**src/rtl/rc4_key_search_core.sv**
```systemverilog
// RC4 key-search core: for each key in [key_first, key_last] runs KSA and PRGA over an
// external S-RAM, decrypts the ciphertext ROM into D-RAM, and aborts keys on non-printable output.
module rc4_key_search_core #(
  parameter int KEY_BYTES = 3,
  parameter int KEY_BITS  = 24,
  parameter int MSG_LEN   = 32
) (
  input  logic                clk,
  input  logic                reset,
  input  logic                start,
  input  logic                search_en,
  input  logic [KEY_BITS-1:0] key_first,
  input  logic [KEY_BITS-1:0] key_last,
  input  logic                stop,
  output logic                busy,
  output logic                done,
  output logic                found,
  output logic [KEY_BITS-1:0] key_out,
  output logic [7:0]          s_addr,
  output logic [7:0]          s_wdata,
  output logic                s_wren,
  input  logic [7:0]          s_rdata,
  output logic [7:0]          e_addr,
  input  logic [7:0]          e_rdata,
  output logic [7:0]          d_addr,
  output logic [7:0]          d_wdata,
  output logic                d_wren
);

  localparam int          KW        = 8 * KEY_BYTES;
  localparam logic [2:0]  KIDX_LAST = 3'(KEY_BYTES - 1);
  localparam logic [7:0]  K_LAST    = 8'(MSG_LEN - 1);

  typedef enum logic [3:0] {
    ST_IDLE, ST_START, ST_INIT,
    ST_WAIT_I, ST_CAP_I, ST_WAIT_J, ST_CAP_J, ST_WR_I, ST_WR_J,
    ST_WAIT_T, ST_CAP_T, ST_WR_D, ST_NEXT_KEY, ST_DONE
  } state_t;

  state_t              r_state;
  logic                r_search;
  logic [KEY_BITS-1:0] r_key_last;
  logic [7:0]          r_i, r_j, r_si, r_sj, r_k;
  logic [2:0]          r_kidx;
  logic                r_prga;
  logic                r_all_valid;

  logic [KW-1:0]       w_key_ext;
  logic [7:0]          w_key_byte;
  logic [7:0]          w_j_next;
  logic [7:0]          w_d;
  logic                w_valid;
  logic                w_final_ok;

  assign w_key_ext = KW'(key_out);

  // keybyte[0] is the most-significant byte of the zero-extended key.
  always_comb begin
    // NOTE: default first so every path assigns w_key_byte and no latch is inferred.
    w_key_byte = 8'h00;
    for (int n = 0; n < KEY_BYTES; n++)
      if (r_kidx == 3'(n)) w_key_byte = w_key_ext[8*(KEY_BYTES-1-n) +: 8];
  end

  assign w_j_next = r_j + s_rdata + (r_prga ? 8'h00 : w_key_byte);
  assign w_d      = s_rdata ^ e_rdata;
  assign w_valid  = (w_d >= 8'h61 && w_d <= 8'h7A) || (w_d == 8'h20);

  // A successful last byte (being decided or being written) takes priority over stop.
  assign w_final_ok = (r_k == K_LAST) &&
                      (((r_state == ST_CAP_T) && w_valid && r_all_valid) ||
                       ((r_state == ST_WR_D) && r_all_valid));

  // NOTE: state and registered outputs use non-blocking assignments so every read sees
  // the pre-edge value; the external RAMs hold the S/D contents and are never cleared.
  always_ff @(posedge clk or posedge reset) begin
    if (reset) begin
      r_state     <= ST_IDLE;
      busy        <= 1'b0;
      done        <= 1'b0;
      found       <= 1'b0;
      key_out     <= '0;
      s_addr      <= 8'h00;
      s_wdata     <= 8'h00;
      s_wren      <= 1'b0;
      e_addr      <= 8'h00;
      d_addr      <= 8'h00;
      d_wdata     <= 8'h00;
      d_wren      <= 1'b0;
      r_search    <= 1'b0;
      r_key_last  <= '0;
      r_i         <= 8'h00;
      r_j         <= 8'h00;
      r_si        <= 8'h00;
      r_sj        <= 8'h00;
      r_k         <= 8'h00;
      r_kidx      <= 3'd0;
      r_prga      <= 1'b0;
      r_all_valid <= 1'b0;
    end else begin
      s_wren <= 1'b0;
      d_wren <= 1'b0;
      if (r_state == ST_IDLE || r_state == ST_DONE) begin
        if (start) begin
          r_search   <= search_en;
          key_out    <= key_first;
          r_key_last <= key_last;
          busy       <= 1'b1;
          done       <= 1'b0;
          found      <= 1'b0;
          r_state    <= ST_START;
        end
      end else if (stop && !w_final_ok) begin
        r_state <= ST_DONE;
        busy    <= 1'b0;
        done    <= 1'b1;
        found   <= 1'b0;
      end else begin
        case (r_state)
          ST_START, ST_NEXT_KEY: begin
            if ((r_state == ST_START && key_out > r_key_last) ||
                (r_state == ST_NEXT_KEY && key_out == r_key_last)) begin
              r_state <= ST_DONE;
              busy    <= 1'b0;
              done    <= 1'b1;
              found   <= 1'b0;
            end else begin
              if (r_state == ST_NEXT_KEY) key_out <= key_out + KEY_BITS'(1);
              s_addr  <= 8'h00;
              s_wdata <= 8'h00;
              s_wren  <= 1'b1;
              r_state <= ST_INIT;
            end
          end
          ST_INIT: begin
            if (s_addr == 8'hFF) begin
              s_addr  <= 8'h00;
              r_i     <= 8'h00;
              r_j     <= 8'h00;
              r_kidx  <= 3'd0;
              r_prga  <= 1'b0;
              r_state <= ST_WAIT_I;
            end else begin
              s_addr  <= s_addr + 8'h01;
              s_wdata <= s_addr + 8'h01;
              s_wren  <= 1'b1;
            end
          end
          ST_WAIT_I: r_state <= ST_CAP_I;
          ST_CAP_I: begin
            r_si    <= s_rdata;
            r_j     <= w_j_next;
            s_addr  <= w_j_next;
            r_state <= ST_WAIT_J;
          end
          ST_WAIT_J: r_state <= ST_CAP_J;
          ST_CAP_J: begin
            // Both old values are held, so i == j writes the same byte back twice.
            r_sj    <= s_rdata;
            s_addr  <= r_i;
            s_wdata <= s_rdata;
            s_wren  <= 1'b1;
            r_state <= ST_WR_I;
          end
          ST_WR_I: begin
            s_addr  <= r_j;
            s_wdata <= r_si;
            s_wren  <= 1'b1;
            r_state <= ST_WR_J;
          end
          ST_WR_J: begin
            if (r_prga) begin
              s_addr  <= r_si + r_sj;
              r_state <= ST_WAIT_T;
            end else if (r_i == 8'hFF) begin
              r_prga      <= 1'b1;
              r_i         <= 8'h01;
              r_j         <= 8'h00;
              r_k         <= 8'h00;
              e_addr      <= 8'h00;
              r_all_valid <= 1'b1;
              s_addr      <= 8'h01;
              r_state     <= ST_WAIT_I;
            end else begin
              r_i     <= r_i + 8'h01;
              s_addr  <= r_i + 8'h01;
              r_kidx  <= (r_kidx == KIDX_LAST) ? 3'd0 : r_kidx + 3'd1;
              r_state <= ST_WAIT_I;
            end
          end
          ST_WAIT_T: r_state <= ST_CAP_T;
          ST_CAP_T: begin
            if (r_search && !w_valid) begin
              r_state <= ST_NEXT_KEY;
            end else begin
              d_addr      <= r_k;
              d_wdata     <= w_d;
              d_wren      <= 1'b1;
              r_all_valid <= r_all_valid & w_valid;
              r_state     <= ST_WR_D;
            end
          end
          ST_WR_D: begin
            if (r_k == K_LAST) begin
              r_state <= ST_DONE;
              busy    <= 1'b0;
              done    <= 1'b1;
              found   <= r_all_valid;
            end else begin
              r_k     <= r_k + 8'h01;
              e_addr  <= r_k + 8'h01;
              r_i     <= r_i + 8'h01;
              s_addr  <= r_i + 8'h01;
              r_state <= ST_WAIT_I;
            end
          end
          default: r_state <= ST_IDLE;
        endcase
      end
    end
  end

endmodule

```
**config.mk**
```make
export PLATFORM = sky130hd
export DESIGN_NAME = rc4_key_search_core
export DESIGN_NICKNAME = d
export VERILOG_FILES = /design/src/rtl/rc4_key_search_core.sv
export SDC_FILE = /design/constraint.sdc
export NUM_CORES = 1
export LEC_CHECK = 0
export BUFFER_PORTS_ARGS = -buffer_cell sky130_fd_sc_hd__clkbuf_2
export CAP_MARGIN = 20
export CORE_ASPECT_RATIO = 0.6
export CORE_MARGIN = 1.5
export CORE_UTILIZATION = 31
export DETAILED_ROUTE_END_ITERATION = 12
export GPL_TIMING_DRIVEN = 0
export HOLD_SLACK_MARGIN = 0.15
export SYNTH_ARGS = -nofsm -noshare
export SYNTH_HDL_FRONTEND = slang
export SYNTH_SLANG_ARGS = --single-unit
```
**constraint.sdc**
```tcl
create_clock -name clk -period 6 [get_ports clk]
set_input_delay 1.2 -clock clk [delete_from_list [all_inputs] [get_ports clk]]
set_output_delay 1.2 -clock clk [all_outputs]
set_load 0.005 [all_outputs]
```
* Word-level counts from Yosys, hierarchy flattened
Cells that the tools add are included. W data, S select, Z words.
Word-level totals: latch bits 0, ROM bits 0, memories kept 0, logic and storage cells 188, register bits 135, output and inout port bits 69, bits in writable memories 0, input bits 69
Cells by class: add/subtract/negate cells 8, bitwise logic cells 5, shift-type cells 0, mux-type cells 73, div/mod/pow operators 0, eq/ne operators 34, magnitude comparators 3, $mul 0, reduce and logical (&&, ||, !) cells 44
Operators by type and width (count):
- $mux W24 | 6
- $mux W8 | 15
- $pmux W8 S7 | 1
- $pmux W8 S3 | 2
- $pmux W4 S11 | 1
- $pmux W8 S4 | 1
- $reduce_and A6 Y1 | 5
- $mux W4 | 7
- $mux W1 | 27
- $add A24 B1 Y24 const B | 1
- $add A8 B1 Y8 const B | 3
- $add A8 B8 Y8 | 3
- $eq A24 B24 Y1 | 1
- $eq A4 B4 Y1 const B | 6
- $gt A24 B24 Y1 | 1
- $ne A2 B2 Y1 const B | 11
- $eq A4 B3 Y1 const B | 4
- $eq A8 B8 Y1 const B | 2
- $pmux W8 S2 | 1
- $mux W3 | 5
- $reduce_and A5 Y1 | 3
- $reduce_and A4 Y1 | 3
- $pmux W1 S2 | 5
- $reduce_bool A2 Y1 | 5
- other kinds (27) | 48

* Longest topological paths before layout
Gate-level depths: netlist of run 1.
depth after elaboration 12, mapped depth 16, depth with buffers taken out 16

* Worst setup path after synthesis of run 1
Ideal clock, no wire load.
path kind in2reg, start point in s_rdata[1], end point reg s_addr[5], stages on the path 11, path buffers 0, required time 5.879 ns, library setup time 0.121 ns, slack 2.530 ns, arrival time 3.349 ns, path through fa_1 -> ha_1 -> inv_1 -> fa_1 -> nor2b_1 -> nor3_1 -> o21ai_0 -> a21oi_1 -> a2111oi_0 -> o211ai_1 -> a22o_1
On the way: longest elaborated chain between the ends 12, elaborated cells between the ends (all ways) 17, those cells by class add/sub: 2; order compare: 2; eq/ne: 1; mux: 1; bitwise: 2; reduce/logical: 9
Ends and longest elaborated chain:
- from (decl) | RTL line 22 | input logic [7:0] s_rdata,
- branches (longest 12 deep; another with $add A8 B8 Y8)
- to (signal assigned) | RTL line 144 | s_addr <= s_addr + 8'h01;
- to (signal assigned) | RTL line 153 | s_addr <= w_j_next;
- to (signal assigned) | RTL line 160 | s_addr <= r_i;
- to (decl) | RTL line 19 | output logic [7:0] s_addr,
Several ways; the timed one is not identified. A chain may end at the register's enable or synchronous reset.

* Final worst setup path of run 1
start point reg r_prga, end point reg s_addr[4]
On the way: longest elaborated chain between the ends 3, elaborated cells between the ends (all ways) 4, those cells by class add/sub: 1; mux: 3
Ends and longest elaborated chain:
- from (decl) | RTL line 45 | logic r_prga;
- from (signal assigned) | RTL line 98 | r_prga <= 1'b0;
- from (signal assigned) | RTL line 141 | r_prga <= 1'b0;
- from (signal assigned) | RTL line 176 | r_prga <= 1'b1;
- $mux W8 | RTL line 65 | assign w_j_next = r_j + s_rdata + (r_prga ? 8'h00 : w_key_byte);
- $add A8 B8 Y8 | RTL line 65
- $pmux W8 S7 * | RTL line 119 | case (r_state)
Every way passes the cells marked *; elsewhere a longest branch is shown, timed or not.

==> results of run 1 <==
[per-stage QoR]
step | area [um^2] | TNS [ns] | util [%] | instances | total power (uW)
global placement | 9618 | -90.34 | 36.09 | 1437 | 3958
finish | 10210 | 0 | 38.31 | 1470 | 5077
global route | 10210 | 0 | 38.31 | 1470 | 5468
detailed placement | 9651 | 0 | 36.21 | 1438 | 4026
floorplan | 8482 | 0 | - | 940 | 3145
CTS | 10210 | 0 | 38.31 | 1470 | 5060
[logic make-up after synthesis]
family / after synthesis / share of synthesized area, %
and+or+nand+nor: 312 / 17.38
AOI/OAI and AO/OA: 284 / 21.61
DFF: 135 / 39.83
muxes: 46 / 6.048
xor gates and xnor gates: 32 / 3.304
buffers and inverters: 81 / 3.658
adders and majority gates: 50 / 8.172
[report_power, final]
part / switching [uW] / internal [uW] / total, uW
clock network: 436 / 587 / 1020
registers: 363 / 1240 / 1600
logic: 1460 / 990 / 2450
total: 2260 / 2820 / 5080
[sequential cells by signal, indices dropped and copies added (netlist names)]
| name | cells |
|---|---|
| done | 1 |
| s_wdata | 8 |
| r_key_last | 24 |
| r_search | 1 |
| r_state | 4 |
| r_j | 8 |
| s_addr | 8 |
| r_prga | 1 |
| s_wren | 1 |
| key_out | 24 |
| r_k | 8 |
| r_all_valid | 1 |
| r_i | 8 |
| r_si | 8 |
| r_kidx | 3 |
| found | 1 |
| d_addr | 8 |
| d_wren | 1 |
| d_wdata | 8 |
| r_sj | 8 |
| busy | 1 |
[layout make-up]
class,instances,area [um^2],share of cell area (%)
buffer,41,160.2,1.569
clock buffer,19,452.9,4.437
clock inverter,13,105.1,1.030
inverter,40,155.1,1.520
multi-input combinational,724,4793,46.95
sequential,135,3378,33.09
tap,360,450.4,4.412
timing repair buffer,138,713.2,6.986
[how the worst max path moves through the flow]
| stage | depth (start not counted) | from | to |
|---|---|---|---|
| 6_report | 13 | r_prga | s_addr[4] |
| 5_1_grt | 13 | r_kidx[1] | s_addr[4] |
| 4_1_cts | 13 | r_prga | s_addr[4] |
| 3_5_place_dp | 8 | s_rdata[3] | r_sj[5] |
| 3_3_place_gp | 2 | reset | r_sj[3] |
| 2_1_floorplan | 1 | reset | busy |
[per-layer routing]
metal	GRT usage [%]	up-vias
met5	0	-
met4	4.707	0
met3	7.731	18
met2	26.32	318
met1	33.47	3944
li1	-	3762
[cells in the final DEF (no fill, tap or decap), drive strengths merged, types with 4 or more instances in the layout]
cell and count:
a211oi 13, nor2 74, or4 5, nand2 100
o21a 6, a22o 10, a22oi 9, o22ai 9
o21bai 4, clkinv 8, clkbuf 191, a21oi 56
fa 9, o21ai 91, o31ai 14, o41ai 5
xnor2 11, a21o 5, o22a 5, mux2i 4
o211ai 8, nand2b 19, and3 19, a311oi 5
nor3 26, nor2b 7, nand4 9, nand3 34
inv 41, xor2 21, a31oi 12, mux2 42
and2 4, dfrtp 135, ha 41, or2 5
a221oi 5, buf 7, o32ai 7
[cell usage after synthesis, types with 10 or more instances]
library cell | n | area, um^2
o21ai_0 | 88 | 440.4
nand2_1 | 100 | 375.4
dfrtp_1 | 135 | 3378
inv_1 | 40 | 150.1
a211oi_1 | 13 | 97.59
nor2_1 | 74 | 277.8
nand2b_1 | 19 | 118.9
clkbuf_1 | 35 | 131.4
mux2_2 | 42 | 473.0
nand3_1 | 34 | 170.2
nor3_1 | 24 | 120.1
ha_1 | 41 | 513.0
xor2_1 | 21 | 183.9
a22o_1 | 10 | 87.58
xnor2_1 | 11 | 96.34
a31oi_1 | 11 | 68.82
and3_1 | 19 | 118.9
a21oi_1 | 56 | 280.3
o31ai_1 | 14 | 105.1
==> impl_metrics.json, run 1 <==
{
  "fin_skew_ns": 0.01266,
  "synth_cell_types": 63,
  "slew_viol_final": 0,
  "pre_cts_ws_ns": 1.386,
  "met1_length_mm": 15.42,
  "synth_cells": 940,
  "synth-edff-count": 0,
  "crit_required_ns": 6.33,
  "die_h_um": 131.1,
  "cp_max_fo": 10,
  "critical_path.cell_chain": "clkbuf_1 -> nor2_1 -> o21ai_0 -> a211oi_1 -> fa_1 -> ha_1 -> a21o_1 -> a21oi_1 -> xor2_1 -> nor2_1 -> a2111oi_0 -> o311ai_0 -> a22o_1",
  "vias": 8042,
  "antenna_cells": 0,
  "setup_violations": 0,
  "powerDensity_nw_per_um2": 497.3,
  "wl_met2_mm": 10.99,
  "outcome": "complete, no violations",
  "cts-hold-fix-buffers": 0,
  "core_area_um2": 26650,
  "ys.warnings.count": 0,
  "maxSlewHeadroom_pct": 27.11,
  "hold_path_depth": 1,
  "numCtsBuffers": 17,
  "cts.sinks": 135,
  "hold_viol_final": 0,
  "dpl.hpwl_mm": 22.90,
  "max_freq_mhz": 226.2,
  "highest_layer": "met4",
  "p_leak_uw": 0.004624,
  "postSynthAreaPerCell_um2": 9.023,
  "drive_gt1_share_pct": 20.81,
  "yosys_most_used_dff": "dfrtp_1",
  "cts.path.max_buffers": 2,
  "postCtsSetupRepairBufs": 0,
  "async_reset_ff_share_pct": 100.0,
  "post_cts_resized": 0,
  "grt_antenna_before_repair": 0,
  "synth_seq_cells": 135,
  "tritoncts": "done",
  "max_stage_delay_ns": 0.85,
  "period_share_pct": 73.68,
  "min_from": "busy",
  "grt_pass1_wl_mm": 45.43,
  "end_kind": "flop",
  "areaGrowthSynthToFinish_pct": 20.36,
  "routed_wl_mm": 29.57,
  "syn-cell-area_um2": 8482,
  "port_buffers": 137,
  "first_pass_iters": 5,
  "path_common_cell": "nor2_1",
  "grt_pass1_vias": 7471,
  "hold_ws_ns": 0.5011,
  "crit_slowest_cell": "a2111oi_0",
  "grt_overflow": 0,
  "rsz0062_at_grt": "no",
  "critPathKind": "flop to flop",
  "critPathBufInv": 1,
  "period_needed_ns": 4.421,
  "r2r_slack_ns": 1.58,
  "arrival_ns": 4.75,
  "start_util_pct": 31.83,
  "drt_iter0_markers": 802,
  "r2r_cells": 13,
  "cp_top_family": "compound AO/OA/AOI/OAI gates",
  "nets": 1216,
  "hp-class": "flop to flop",
  "routedWlPerCell_um": 20.12,
  "worstReg2RegStart": "r_prga",
  "viasPerCell": 5.471,
  "dieArea_um2": 28390,
  "timing.rr.end": "s_addr[4]",
  "die-width_um": 216.5,
  "drc_errors": 0,
  "ctsHtreeMaxLevel": 4,
  "ant_nets": 0,
  "clk_latency_ns": 0.45,
  "rows": 46,
  "wl_met3_mm": 2.899,
  "tightestPinTransition_ns": 1.066,
  "ys_seq_area_share_pct": 39.83,
  "grt.total_usage_pct": 21.19,
  "start_kind": "flop",
  "maxCapViolations": 0,
  "syn_nets": 1059,
  "cts_root_buf": "clkbuf_16",
  "clk_pin_slew_ns": 0.06,
  "min_to": "busy",
  "ir_drop_mv": 0.1769,
  "pin_count": 138,
  "fillers": 2749,
  "worst_slack_ns": 1.579,
  "grt_max_degree": 92,
  "gp_congestion": 0.9312
}
Power figures use the tool's default switching activity.
==> inputs of run 2 (changes only) <==
--- a/config.mk
+++ b/config.mk
@@ -5,6 +5,7 @@
 export SDC_FILE = /design/constraint.sdc
 export NUM_CORES = 1
 export LEC_CHECK = 0
+export ABC_AREA = 1
 export BUFFER_PORTS_ARGS = -buffer_cell sky130_fd_sc_hd__clkbuf_2
 export CAP_MARGIN = 20
 export CORE_ASPECT_RATIO = 0.6
==> constraint.sdc (replaced) <==
create_clock -name clk -period 4.3 [get_ports clk]
set_input_delay 0.86 -clock clk [delete_from_list [all_inputs] [get_ports clk]]
set_output_delay 0.86 -clock clk [all_outputs]
set_load 0.005 [all_outputs]
==> run 2 against run 1 <==
  * First-iteration DRC count grew 10%
  * Synthesized area rose by 5.4%
  * Worst setup slack worse by 1.2 ns
  * Worst hold slack got worse by 0.020 ns
  * Clock power grew 55%
  * Via count up 8.5%
  * Combinational power grew 20%
  * Highest routed layer unchanged
==> impl_metrics.json, run 2 <==
{
  "outcome": "complete, no violations",
  "drive_gt1_share_pct": 17.09,
  "die_h_um": 134.5,
  "rsz0062_at_grt": "no",
  "synth-edff-count": 0,
  "start_util_pct": 32.00,
  "crit_slowest_cell": "fa_1",
  "powerDensity_nw_per_um2": 613.8,
  "hold_ws_ns": 0.4811,
  "vias": 8722,
  "tightestPinTransition_ns": 0.8395,
  "tritoncts": "done",
  "ys_top_cells_by_count": "349 x nand2_1, 135 x dfrtp_1, 135 x inv_1",
  "first_pass_iters": 5,
  "grt_overflow": 0,
  "tns_ns": 0,
  "cts-hold-fix-buffers": 0,
  "pre_cts_ws_ns": 0.4279,
  "yosys_most_used_dff": "dfrtp_1",
  "arrival_ns": 4.22,
  "grt_antenna_before_repair": 1,
  "rows": 47,
  "drt_iter0_markers": 882,
  "path_common_cell": "nand2_1",
  "start_kind": "flop",
  "numCtsBuffers": 17,
  "cts.path.max_buffers": 2,
  "pin_count": 138,
  "areaGrowthSynthToFinish_pct": 20.52,
  "grt.total_usage_pct": 20.95,
  "max_freq_mhz": 256.8,
  "synth_top_cell_area_share_pct": 37.80,
  "clk_pin_slew_ns": 0.07,
  "crit_required_ns": 4.62,
  "maxSlewHeadroom_pct": 44.03,
  "mostFrequentLayoutCells": "349 x nand2_1, 137 x clkbuf_2, 135 x dfrtp_1",
  "fin_skew_ns": 0.01088,
  "dpl.hpwl_mm": 24.32,
  "regArea_um2": 3378,
  "cts_root_buf": "clkbuf_16",
  "grt_pass1_vias": 8242,
  "critPathKind": "flop to flop",
  "synth_cell_types": 55,
  "clk_latency_ns": 0.44,
  "max_stage_delay_ns": 0.52,
  "hp-class": "flop to flop",
  "fin_area_um2": 10770,
  "maxCapViolations": 0,
  "final_common_cell": "nand2_1",
  "worst_slack_ns": 0.4059,
  "syn_nets": 1322,
  "viasPerCell": 5.007,
  "period_needed_ns": 3.894,
  "multi_input_area_um2": 4817,
  "die-width_um": 222.2,
  "port_buffers": 137,
  "synthTopCellsByArea": "dfrtp_1 38%, nand2_1 15%, o21ai_0 5.8%, ha_1 5.7%, inv_1 5.7%",
  "setup_violations": 0,
  "period_share_pct": 90.56,
  "cp_max_fo": 9,
  "p_leak_uw": 0.005540,
  "post_cts_resized": 0,
  "gp_congestion": 0.9603,
  "async_reset_ff_share_pct": 100.0,
  "routedWlPerCell_um": 17.48,
  "cts.sinks": 135,
  "synth_seq_cells": 135,
  "postCtsSetupRepairBufs": 0,
  "critical_path.cell_chain": "nor2_1 -> nand2_1 -> inv_1 -> a221oi_1 -> fa_1 -> ha_1 -> inv_1 -> fa_1 -> o31ai_1 -> nand2_1 -> nand2_1 -> a21oi_1 -> or2_2 -> nand3_1 -> nand3_1 -> nand2_1 -> o21ai_0",
  "critPathBufInv": 2,
  "hold_viol_final": 0,
  "synth_cells": 1203,
  "antenna_cells": 0,
  "yosys.area.top_type": "dfrtp_1",
  "end_kind": "flop",
  "ctsHtreeMaxLevel": 4,
  "core_area_um2": 27930,
  "post_dp_cell_area_um2": 10150,
  "ir_drop_mv": 0.2315,
  "ys.warnings.count": 0,
  "syn-cell-area_um2": 8937,
  "synth_most_common_cell": "nand2_1",
  "dieArea_um2": 29890,
  "ys_seq_area_share_pct": 37.80,
  "drc_errors": 0,
  "routed_wl_mm": 30.44,
  "fillers": 2959,
  "top_regs": "key_out: 24 flops, r_key_last: 24 flops",
  "postSynthAreaPerCell_um2": 7.429,
  "grt_max_degree": 41,
  "nets": 1482,
  "grt_pass1_wl_mm": 47.72,
  "ant_nets": 0,
  "slew_viol_final": 0,
  "cp_top_family": "simple AND/OR/NAND/NOR gates"
}
[run 2: cell count changes in the layout (fill, tap and decap cells not counted), moves of 11 or more]
cell,previous run,this run
nand2_1,100,349
inv_1,39,134
nand3_1,34,77
mux2_2,42,2
and3_1,19,0
nand2b_1,19,0
nor2_1,74,93
o21ai_0,88,104
clkbuf_1,35,21
nand4_1,9,22
nor3_1,24,11
o31ai_1,14,3
[run 2: cell type report]
type	instances	area share (%)
multi-input cells	891	44.72
flip-flops and latches	135	31.36
repair buffers	141	6.969
inverters	142	4.983
well taps	367	4.263
clock buffers	20	4.147
plain buffers	35	1.940
clock inverters	11	1.615
[run 2: per-layer routing]
metal	wire length [um]	vias to the layer above	share of wire, %	GRT usage [%]
met1	16080	4137	53	32.98
met4	240	0	0.79	4.148
met2	11630	290	38	27.38
met3	2487	14	8.2	6.245
li1	-	4281	-	-
met5	0	-	0	0
[run 2: cells by family (layout without fill, tap and decap cells)]
group | after synthesis | after routing | share of synthesized area, %
AOI/OAI and AO/OA | 220 | 220 | 14.24
xor gates and xnor gates | 29 | 29 | 2.842
buffers and inverters | 177 | 349 | 8.302
and+or+nand+nor | 590 | 590 | 28.81
DFF | 135 | 135 | 37.80
muxes | 2 | 2 | 0.2520
adders and majority gates | 50 | 50 | 7.756
[run 2: power breakdown]
group          switching [uW]  internal (uW)
Combinational            1910           1030
Clock                     591            984
Sequential                421           1680
Total                    2920           3690
[run 2: final timing paths]
| check | start | to | slack, ns | depth (start not counted) |
|---|---|---|---|---|
| setup / recovery | r_kidx[0] | s_addr[7] | 0.41 | 17 |
| hold / removal | busy | busy | 0.48 | 2 |
| setup reg to reg | r_kidx[0] | s_addr[7] | 0.41 | 17 |
| hold reg to reg | busy | busy | 0.48 | 2 |
| max in group asynchronous | reset | r_i[5] | 2.81 | 4 |
| min in group asynchronous | reset | r_key_last[4] | 0.57 | 2 |
[run 2: worst reg2reg max path, cell delays in order, from the launching register on]
cell	delay (ns)
dfrtp_1	0.44
nor2_1	0.33
nand2_1	0.16
inv_1	0.22
a221oi_1	0.18
fa_1	0.52
ha_1	0.16
inv_1	0.05
fa_1	0.41
o31ai_1	0.41
nand2_1	0.09
nand2_1	0.08
a21oi_1	0.06
or2_2	0.29
nand3_1	0.09
nand3_1	0.12
nand2_1	0.08
o21ai_0	0.08
[run 2: metrics by stage]
stage	utilization [%]	total power (uW)	instances
5_1_grt	38.56	7166	1742
3_3_place_gp	36.11	4966	1707
2_1_floorplan	-	3972	1203
3_5_place_dp	36.32	5022	1710
4_1_cts	38.54	6637	1741
6_report	38.56	6612	1742
==> inputs of run 3 (changes only) <==
--- a/config.mk
+++ b/config.mk
@@ -5,7 +5,6 @@
 export SDC_FILE = /design/constraint.sdc
 export NUM_CORES = 1
 export LEC_CHECK = 0
-export ABC_AREA = 1
 export BUFFER_PORTS_ARGS = -buffer_cell sky130_fd_sc_hd__clkbuf_2
 export CAP_MARGIN = 20
 export CORE_ASPECT_RATIO = 0.6
==> run 3 against run 2 <==
  * Final area decreased by 4.7%
  * Sequential cell count stayed put
  * Sequential share of layout area is 1.5 points higher
  * Fmax decreased by 6.1%
  * Combinational power increased by 17%
  * Clock power is 5% lower
  * Critical endpoint is now r_sj[2]
  * Largest cell class unchanged
==> impl_metrics.json, run 3 (same netlist as run 1, synthesis figures left out) <==
{
  "start_util_pct": 31.83,
  "multi_input_area_um2": 4800,
  "hp-class": "flop to flop",
  "die-width_um": 216.5,
  "arrival_ns": 4.48,
  "areaGrowthSynthToFinish_pct": 21.04,
  "max_freq_mhz": 241.1,
  "routed_wl_mm": 29.68,
  "mostFrequentLayoutCells": "137 x clkbuf_2, 135 x dfrtp_1, 100 x nand2_1",
  "worst_slack_ns": 0.1521,
  "routedWlPerCell_um": 20.16,
  "ctsHtreeMaxLevel": 4,
  "grt_pass1_wl_mm": 45.99,
  "drive_gt1_share_pct": 20.68,
  "gp_congestion": 0.9217,
  "cts_root_buf": "clkbuf_16",
  "viasPerCell": 5.510,
  "maxCapViolations": 0,
  "end_kind": "flop",
  "crit_required_ns": 4.63,
  "pre_cts_ws_ns": -0.1312,
  "p_total_uw": 7156,
  "nets": 1218,
  "start_kind": "input port",
  "fillers": 2757,
  "postCtsSetupRepairBufs": 0,
  "drc_errors": 0,
  "regArea_um2": 3378,
  "core_area_um2": 26650,
  "dpl.hpwl_mm": 22.91,
  "maxSlewHeadroom_pct": 21.33,
  "grt_overflow": 0,
  "tightestPinTransition_ns": 1.180,
  "fin_skew_ns": 0.009091,
  "final_common_cell": "clkbuf_2",
  "clk_pin_slew_ns": 0.06,
  "grt_pass1_vias": 7638,
  "drt_iter0_markers": 894,
  "p_leak_uw": 0.004647,
  "first_pass_iters": 7,
  "rows": 46,
  "port_buffers": 137,
  "clk_latency_ns": 0.45,
  "die_h_um": 131.1,
  "tritoncts": "done",
  "cts.path.max_buffers": 2,
  "critPathKind": "input port to flop",
  "rsz0062_at_grt": "no",
  "hold_viol_final": 0,
  "ant_nets": 0,
  "period_share_pct": 96.46,
  "vias": 8111,
  "dieArea_um2": 28390,
  "grt.total_usage_pct": 21.38,
  "grt_max_degree": 38,
  "cts.sinks": 135,
  "max_stage_delay_ns": 0.98,
  "slew_viol_final": 0,
  "ir_drop_mv": 0.2805,
  "outcome": "complete, no violations",
  "numCtsBuffers": 17,
  "cp_max_fo": 10,
  "crit_slowest_cell": "a21oi_1",
  "critical_path.cell_chain": "clkbuf_2 -> xnor2_1 -> nand3_1 -> o41ai_1 -> o211ai_1 -> a21oi_1 -> nand2_1 -> mux2_2",
  "setup_violations": 0,
  "period_needed_ns": 4.148,
  "antenna_cells": 0,
  "top_regs": "key_out: 24 flops, r_key_last: 24 flops",
  "grt_antenna_before_repair": 0,
  "powerDensity_nw_per_um2": 697.1,
  "pin_count": 138
}
==> run 3: area by class of cell <==
class	count	share of cell area [%]
Sequential cell	135	32.91
Clock inverter	8	0.9385
Multi-Input combinational cell	724	46.75
Timing Repair Buffer	140	7.264
Tap cell	360	4.388
Inverter	40	1.499
Clock buffer	24	4.692
Buffer	41	1.560
==> run 3: worst max-delay path: cells and delay by family <==
family	cells	cell delay [ns]
compound gates	3	1.83
xor+xnor	1	0.42
buf+inv	1	0.21
mux	1	0.43
simple gates	2	0.70
==> run 3: repair_timing <==
action                                  CTS  global route
gates resized for setup                   1             1
pin swaps                                 0             0
hold buffers                              0             0
endpoints found under the setup margin    1             1
==> run 3: worst paths after layout <==
path / slack (ns) / startpoint / to / depth (start not counted)
hold reg to reg: 0.49 / done / done / 2
min in group asynchronous: 0.55 / reset / d_addr[3] / 2
hold / removal: 0.49 / done / done / 2
max in group asynchronous: 2.84 / reset / s_wdata[3] / 4
setup reg to reg: 0.29 / r_prga / s_addr[4] / 13
setup / recovery: 0.15 / s_rdata[3] / r_sj[2] / 8
==> run 3: per-layer routing <==
layer  vias to the layer above  share of wire (%)  global-route usage, %
met2                       372                 37                  26.53
met3                        26                 10                  6.481
met4                         0                1.2                  5.864
met5                         -                  0                      0
met1                      3950                 52                  34.24
li1                       3763                  -                      -
==> run 3: metrics by stage <==
step	std cells	utilization (%)	hold slack (ns)	setup TNS, ns	area, um^2
5_1_grt	1472	38.52	0.5304	0	10270
3_5_place_dp	1440	36.33	0.4781	-1.968	9682
6_report	1472	38.52	0.4926	0	10270
4_1_cts	1472	38.51	0.4925	0	10260
3_3_place_gp	1437	36.11	0.4653	-0.9538	9622
2_1_floorplan	940	-	0.4497	0	8486
==> run 3: where the power goes <==
group / switching, uW / internal, uW / leakage, uW
sequential: 500 / 1730 / 0.00174
combinational: 2050 / 1380 / 0.00262
clock: 599 / 896 / 0.000284
